===== src/rtl/word_16to8_serializer_if.sv =====
// ============================================================================
//  Module      : word_16to8_serializer_if
//  Description : Bundles the word input strobe, the byte valid/ready stream
//                and the FIFO status outputs of word_16to8_serializer.
//                master = the environment (drives words and ready_in),
//                slave  = the serializer.
//  Signals     : valid_in, data_in[15:0]   word strobe from upstream
//                ready_in                  downstream byte acceptance
//                valid_out, data_out[7:0]  byte stream
//                level[$clog2(DEPTH):0]    words held in the FIFO
//                overflow                  sticky word-dropped flag
//  Revision    : 1.0 - initial release
// ============================================================================
`default_nettype none

interface word_16to8_serializer_if #(
    parameter int DEPTH = 4
) ();
    localparam int LEVEL_W = $clog2(DEPTH) + 1;

    logic               valid_in;
    logic [15:0]        data_in;
    logic               ready_in;
    logic               valid_out;
    logic [7:0]         data_out;
    logic [LEVEL_W-1:0] level;
    logic               overflow;

    modport master (
        output valid_in, data_in, ready_in,
        input  valid_out, data_out, level, overflow
    );

    modport slave (
        input  valid_in, data_in, ready_in,
        output valid_out, data_out, level, overflow
    );
endinterface

`default_nettype wire


===== src/rtl/word_16to8_serializer.sv =====
// ============================================================================
//  Module      : word_16to8_serializer
//  Description : Buffers 16-bit word strobes in a DEPTH-entry FIFO and
//                re-emits each word as two bytes on a valid/ready stream.
//                Words arriving while the FIFO is full (and not popping on
//                the same edge) are dropped and set a sticky overflow flag.
//  Ports       : clk  - system clock, rising edge
//                rst  - asynchronous, active-high reset
//                bus  - slave modport: valid_in/data_in in, ready_in in,
//                       valid_out/data_out out, level out, overflow out
//  Parameters  : DEPTH     - FIFO entries, power of two, >= 2
//                MSB_FIRST - 1: data_in[15:8] first, 0: data_in[7:0] first
//  Revision    : 1.0 - initial release
// ============================================================================
`default_nettype none

module word_16to8_serializer #(
    parameter int DEPTH     = 4,
    parameter int MSB_FIRST = 1
) (
    input  wire                     clk,
    input  wire                     rst,
    word_16to8_serializer_if.slave  bus
);
    localparam int PTR_W   = $clog2(DEPTH);
    localparam int LEVEL_W = $clog2(DEPTH) + 1;

    typedef enum logic [1:0] {
        ST_IDLE   = 2'd0,
        ST_FIRST  = 2'd1,
        ST_SECOND = 2'd2
    } state_t;

    state_t             state_q, state_d;
    logic [15:0]        mem_q [DEPTH];
    logic [15:0]        mem_d [DEPTH];
    logic [PTR_W-1:0]   wr_ptr_q, wr_ptr_d;
    logic [PTR_W-1:0]   rd_ptr_q, rd_ptr_d;
    logic [LEVEL_W-1:0] level_q, level_d;
    logic [15:0]        word_q, word_d;
    logic               overflow_q, overflow_d;

    logic               w_pop;
    logic               w_push;
    logic               w_not_empty;
    logic               w_full;
    logic [7:0]         w_first_byte;
    logic [7:0]         w_second_byte;

    assign w_not_empty = (level_q != '0);
    assign w_full      = (level_q == LEVEL_W'(DEPTH));

    // The output stage pulls a new word when it is empty, or on the edge the
    // second byte leaves, so consecutive words stream without a bubble.
    assign w_pop  = w_not_empty &&
                    ((state_q == ST_IDLE) ||
                     ((state_q == ST_SECOND) && bus.ready_in));

    // A full FIFO still accepts a word when its head leaves on the same edge.
    assign w_push = bus.valid_in && (!w_full || w_pop);

    assign w_first_byte  = (MSB_FIRST != 0) ? word_q[15:8] : word_q[7:0];
    assign w_second_byte = (MSB_FIRST != 0) ? word_q[7:0]  : word_q[15:8];

    always_comb begin
        state_d    = state_q;
        mem_d      = mem_q;
        wr_ptr_d   = wr_ptr_q;
        rd_ptr_d   = rd_ptr_q;
        word_d     = word_q;
        overflow_d = overflow_q;
        level_d    = level_q + LEVEL_W'(w_push) - LEVEL_W'(w_pop);

        if (w_push) begin
            mem_d[wr_ptr_q] = bus.data_in;
            wr_ptr_d        = wr_ptr_q + PTR_W'(1);
        end

        if (bus.valid_in && !w_push) begin
            overflow_d = 1'b1;
        end

        if (w_pop) begin
            word_d   = mem_q[rd_ptr_q];
            rd_ptr_d = rd_ptr_q + PTR_W'(1);
        end

        case (state_q)
            ST_IDLE: begin
                if (w_pop) state_d = ST_FIRST;
            end
            ST_FIRST: begin
                if (bus.ready_in) state_d = ST_SECOND;
            end
            ST_SECOND: begin
                if (bus.ready_in) state_d = w_pop ? ST_FIRST : ST_IDLE;
            end
            default: state_d = ST_IDLE;
        endcase
    end

    always_ff @(posedge clk or posedge rst) begin
        if (rst) begin
            state_q    <= ST_IDLE;
            wr_ptr_q   <= '0;
            rd_ptr_q   <= '0;
            level_q    <= '0;
            word_q     <= '0;
            overflow_q <= 1'b0;
            for (int i = 0; i < DEPTH; i++) begin
                mem_q[i] <= '0;
            end
        end else begin
            state_q    <= state_d;
            mem_q      <= mem_d;
            wr_ptr_q   <= wr_ptr_d;
            rd_ptr_q   <= rd_ptr_d;
            level_q    <= level_d;
            word_q     <= word_d;
            overflow_q <= overflow_d;
        end
    end

    // Outputs decode registered state only; ready_in and valid_in never
    // reach them combinationally. data_out is zero while no byte is offered.
    always_comb begin
        bus.valid_out = (state_q == ST_FIRST) || (state_q == ST_SECOND);
        bus.data_out  = 8'h00;
        if (state_q == ST_FIRST)  bus.data_out = w_first_byte;
        if (state_q == ST_SECOND) bus.data_out = w_second_byte;
    end

    assign bus.level    = level_q;
    assign bus.overflow = overflow_q;

endmodule

`default_nettype wire


===== src/flat_wrapper.sv =====
// flat-port wrapper written by rule: the top's interface ports become plain ports
module word_16to8_serializer_flat 
#(
    parameter int DEPTH     = 4,
    parameter int MSB_FIRST = 1
)
  (clk, rst, bus_valid_in, bus_data_in, bus_ready_in, bus_valid_out, bus_data_out, bus_level, bus_overflow);
  word_16to8_serializer_if #(.DEPTH(DEPTH)) bus_i ();
  input  wire clk;
  input  wire rst;
  input wire logic [$bits(bus_i.valid_in)-1:0] bus_valid_in;
  input wire logic [$bits(bus_i.data_in)-1:0] bus_data_in;
  input wire logic [$bits(bus_i.ready_in)-1:0] bus_ready_in;
  output wire logic [$bits(bus_i.valid_out)-1:0] bus_valid_out;
  output wire logic [$bits(bus_i.data_out)-1:0] bus_data_out;
  output wire logic [$bits(bus_i.level)-1:0] bus_level;
  output wire logic [$bits(bus_i.overflow)-1:0] bus_overflow;
  assign bus_i.valid_in = bus_valid_in;
  assign bus_i.data_in = bus_data_in;
  assign bus_i.ready_in = bus_ready_in;
  assign bus_valid_out = bus_i.valid_out;
  assign bus_data_out = bus_i.data_out;
  assign bus_level = bus_i.level;
  assign bus_overflow = bus_i.overflow;
  word_16to8_serializer #(.DEPTH(DEPTH), .MSB_FIRST(MSB_FIRST)) u_core (.clk(clk), .rst(rst), .bus(bus_i));
endmodule

===== config.mk =====
export PLATFORM = sky130hd
export DESIGN_NAME = word_16to8_serializer_flat
export DESIGN_NICKNAME = d
export VERILOG_FILES = /design/src/rtl/word_16to8_serializer_if.sv /design/src/rtl/word_16to8_serializer.sv /design/src/flat_wrapper.sv
export SDC_FILE = /design/constraint.sdc
export NUM_CORES = 1
export LEC_CHECK = 0
export BUFFER_PORTS_ARGS = -buffer_cell sky130_fd_sc_hd__buf_4
export CAP_MARGIN = 20
export CORE_UTILIZATION = 59
export CTS_CLUSTER_DIAMETER = 60
export DETAILED_ROUTE_END_ITERATION = 8
export PLACE_DENSITY = 0.79
export RECOVER_POWER = 50
export SLEW_MARGIN = 10
export SYNTH_ARGS = -nofsm -noshare
export SYNTH_HDL_FRONTEND = slang
export SYNTH_SLANG_ARGS = --single-unit
export TNS_END_PERCENT = 20

===== constraint.sdc =====
create_clock -name clk -period 3.9 [get_ports clk]
set_input_delay 0.195 -clock clk [delete_from_list [all_inputs] [get_ports clk]]
set_output_delay 0.195 -clock clk [all_outputs]
set_load 0.05 [all_outputs]

==> metrics.md <==
| Metric | Value |
|---|---|
| Core outline area | 0.00676 mm2 |
| Hold path startpoint | bus_data_in[15] |
| Seq/Total Area, Yosys | 54.9% |
| Hold-fix buffers, CTS | 0 |
| CTS root buf | clkbuf_8 |
| Failing checks | max-capacitance violations, max-slew violations |
| Number of global-route vias before repair | 2358 |
| Number of post-CTS setup repair buffers | 0 |
| Worst setup EP type | flip-flop |
| Status | complete, but fails checks |
| Clk slew on worst S/H paths | 0.08 ns |
| Slew headroom | -23.9% |
| Post-synth EDFFs | 0 |
| Row cnt | 30 |
| Antenna viol nets, final | 0 |
| Worst Max-Slew Pin Slew | 1.86 ns |
| RSZ-0062 raised after global routing | false |
| Mean Syn Cell Area | 15.2 um2 |
| R2r setup slk | 1.00 ns |
| Synth Register Bits | 90 |
| DRC errors left | 0 |
| Vias after detailed routing | 2273 |
| Die height | 85.4 um |
| Clock Path Buffers | 2 |
| Num Clock Sinks | 90 |
| Critical path required time | 4.13 ns |
| Post-Syn Area | 0.00410 mm2 |
| H-tree levels | 3 |
| Syn_nets | 301 |
| Top cell type's share of synthesized area | 54.9% |
| Finished Layout Cells | 391 |
| GRT Util Overall | 22.3% |
| Grt ovf | 0 |
| Nature of the critical path startpoint | flip-flop |
| Initial Utilization | 60.7% |
| Antenna cells | 0 |
| Cells after synthesis | 269 |
| Final worst-path cycle share | 74.3% |
| Largest net degree at the start of global routing | 63 |
| Total die area | 0.00729 mm2 |
| VDD IR-drop max | 398 uV |
| Fin crit period | 2.90 ns |
| Syn-to-layout area delta | 11.1% |
| Placed Cells | 376 |
| LEAKAGE | 1.96 nW |
| Final Hold Violating Endpoints | 0 |
| Routability Congestion | 0.760 |
| WP data arrival | 3.13 ns |
| First-pass GRT wire length | 12100 um |
| Chip Width | 85.4 um |
| Final WL | 7160 um |
| Initial antenna violation count | 0 |
| Final nets | 341 |
| Mean number of vias per cell | 5.81 |
| Clock Skews | 0.00598 ns |
| Routed len/inst | 18.3 um |
| Worst Path Max Fanout | 18 |
| Final Max Tran Viols | 67 |
| Max_cap viols | 2 |
| DR iter-0 viols | 117 |
| Detailed Routing Iterations Pass 1 | 4 |
| Setup total negative slack | 0 ns |
| I/O Buffers | 32 |
| Synth Flop Type | dfrtp_1 |
| I/O pin count | 33 |
| Critical path class | reg -> reg |
| Netlist cell types | 25 |
| Clk_lat worst skew | 0.35 ns |
| Hold WC Path Type | in -> reg |
| Pwr dens | 942 mW/mm2 |
| Final setup fails | 0 |
| CTS resizes | 0 |
| Layout cells sized above 1 | 48.9% |
| Area contributors post-synth | dfrtp_1 (55%), mux2_2 (23%), mux4_2 (8.8%), ha_1 (3.4%), nand2_1 (1.8%) |
| R2R Path Start | u_core.state_q[0] |
| Async set-reset flop share out of synthesis | 100% |
| Cell taking the most area after synthesis | dfrtp_1 |
| Synth warn | 0 |
| Top cells by count, synth | dfrtp_1 (90), mux2_2 (82), nand2_1 (20), mux4_2 (16), ha_1 (11) |
| Fmax | 345 MHz |
| Crit path from | u_core.state_q[0] |
| CTS tree | built |
| DP HPWL | 4700 um |
| Number of buffers created by CTS | 9 |
| Most common cell in the synthesized netlist | dfrtp_1 |
==> cells in the final DEF, fill, tap and decap left out, types with 3 or more instances in the layout <==
cell type / synthesis / layout
a21oi_2: 5 / 4
buf_4: 2 / 32
clkbuf_1: 3 / 8
clkbuf_8: 4 / 9
dfrtp_1: 90 / 90
ha_1: 11 / 11
inv_1: 9 / 8
mux2_2: 82 / 82
mux4_2: 16 / 16
nand2_1: 20 / 20
o21ai_0: 8 / 8
xnor2_1: 3 / 3
==> kinds of logic (layout without fill, tap and decap cells) <==
logic type / Yosys count / after routing / share of synthesized area (%)
AO/OA/AOI/OAI: 18 / 18 / 3.02
adder cells (fa/ha/maj): 12 / 12 / 3.84
flip-flops: 90 / 90 / 54.9
XOR/XNOR: 5 / 5 / 1.07
AND/OR/NAND/NOR: 25 / 25 / 2.68
multiplexers: 98 / 98 / 31.3
buffers and inverters: 21 / 63 / 3.17
==> routing by layer <==
metal  wire, um  GRT usage, %
met1       3160          29.3
met2       3710          36.5
met3        234          5.93
met4         56          7.27
met5          0             0
==> per-stage QoR <==
step                      setup slack (ns)  power (mW)  cell area, um2  hold WS [ns]  util, %
after floorplan                       1.16        3.30            4100         0.347        -
after global placement                1.25        3.70            4400         0.453     65.1
after detailed placement              1.18        3.77            4400         0.456     65.1
after CTS                             1.15        4.36            4570        0.0811     67.6
after global routing                 0.492        4.58            4560        0.0824     67.5
final                                 1.00        4.29            4560         0.100     67.5
==> registers in the layout, indices dropped and copies added, names as in the netlist <==
register and count:
u_core.bus.level 3, u_core.state_q 2, u_core.wr_ptr_q 2, u_core.word_q 16, u_core.mem_q 64, u_core.rd_ptr_q 2
u_core.bus.overflow 1
==> worst paths after layout <==
path	to	cells past startpoint
min in group asynchronous	u_core.mem_q[14]	3
max in group asynchronous	u_core.mem_q[48]	4
worst max-delay path	u_core.bus.level[2]	11
worst min register to register	u_core.bus.overflow	1
worst max register to register	u_core.bus.level[2]	11
worst min-delay path	u_core.mem_q[31]	2
==> worst max-delay path, stage by stage, from the launching register on <==
cell and delay (ns):
dfrtp_1 0.41, inv_1 0.10, ha_1 0.37, a21oi_1 0.66, nor2_2 0.07, ha_1 0.29
inv_1 0.05, ha_1 0.13, inv_1 0.05, fa_1 0.37, xnor2_1 0.14, xnor2_1 0.13
==> power by group <==
part | internal (mW) | switching (mW) | total (mW)
combinational | 1.04 | 0.927 | 1.96
clock | 0.286 | 0.297 | 0.583
sequential | 1.43 | 0.316 | 1.75
total | 2.75 | 1.54 | 4.29
==> area by class of cell <==
| cell class | instances | area (um2) |
|---|---|---|
| Inverter | 9 | 35.0 |
| Multi-Input combinational cell | 158 | 1720 |
| Fill cell | 480 | 2200 |
| Sequential cell | 90 | 2250 |
| Clock inverter | 3 | 43.8 |
| Tap cell | 80 | 100 |
| Timing Repair Buffer | 41 | 284 |
| Clock buffer | 10 | 128 |
No activity file was read; power rests on OpenSTA's default activity.
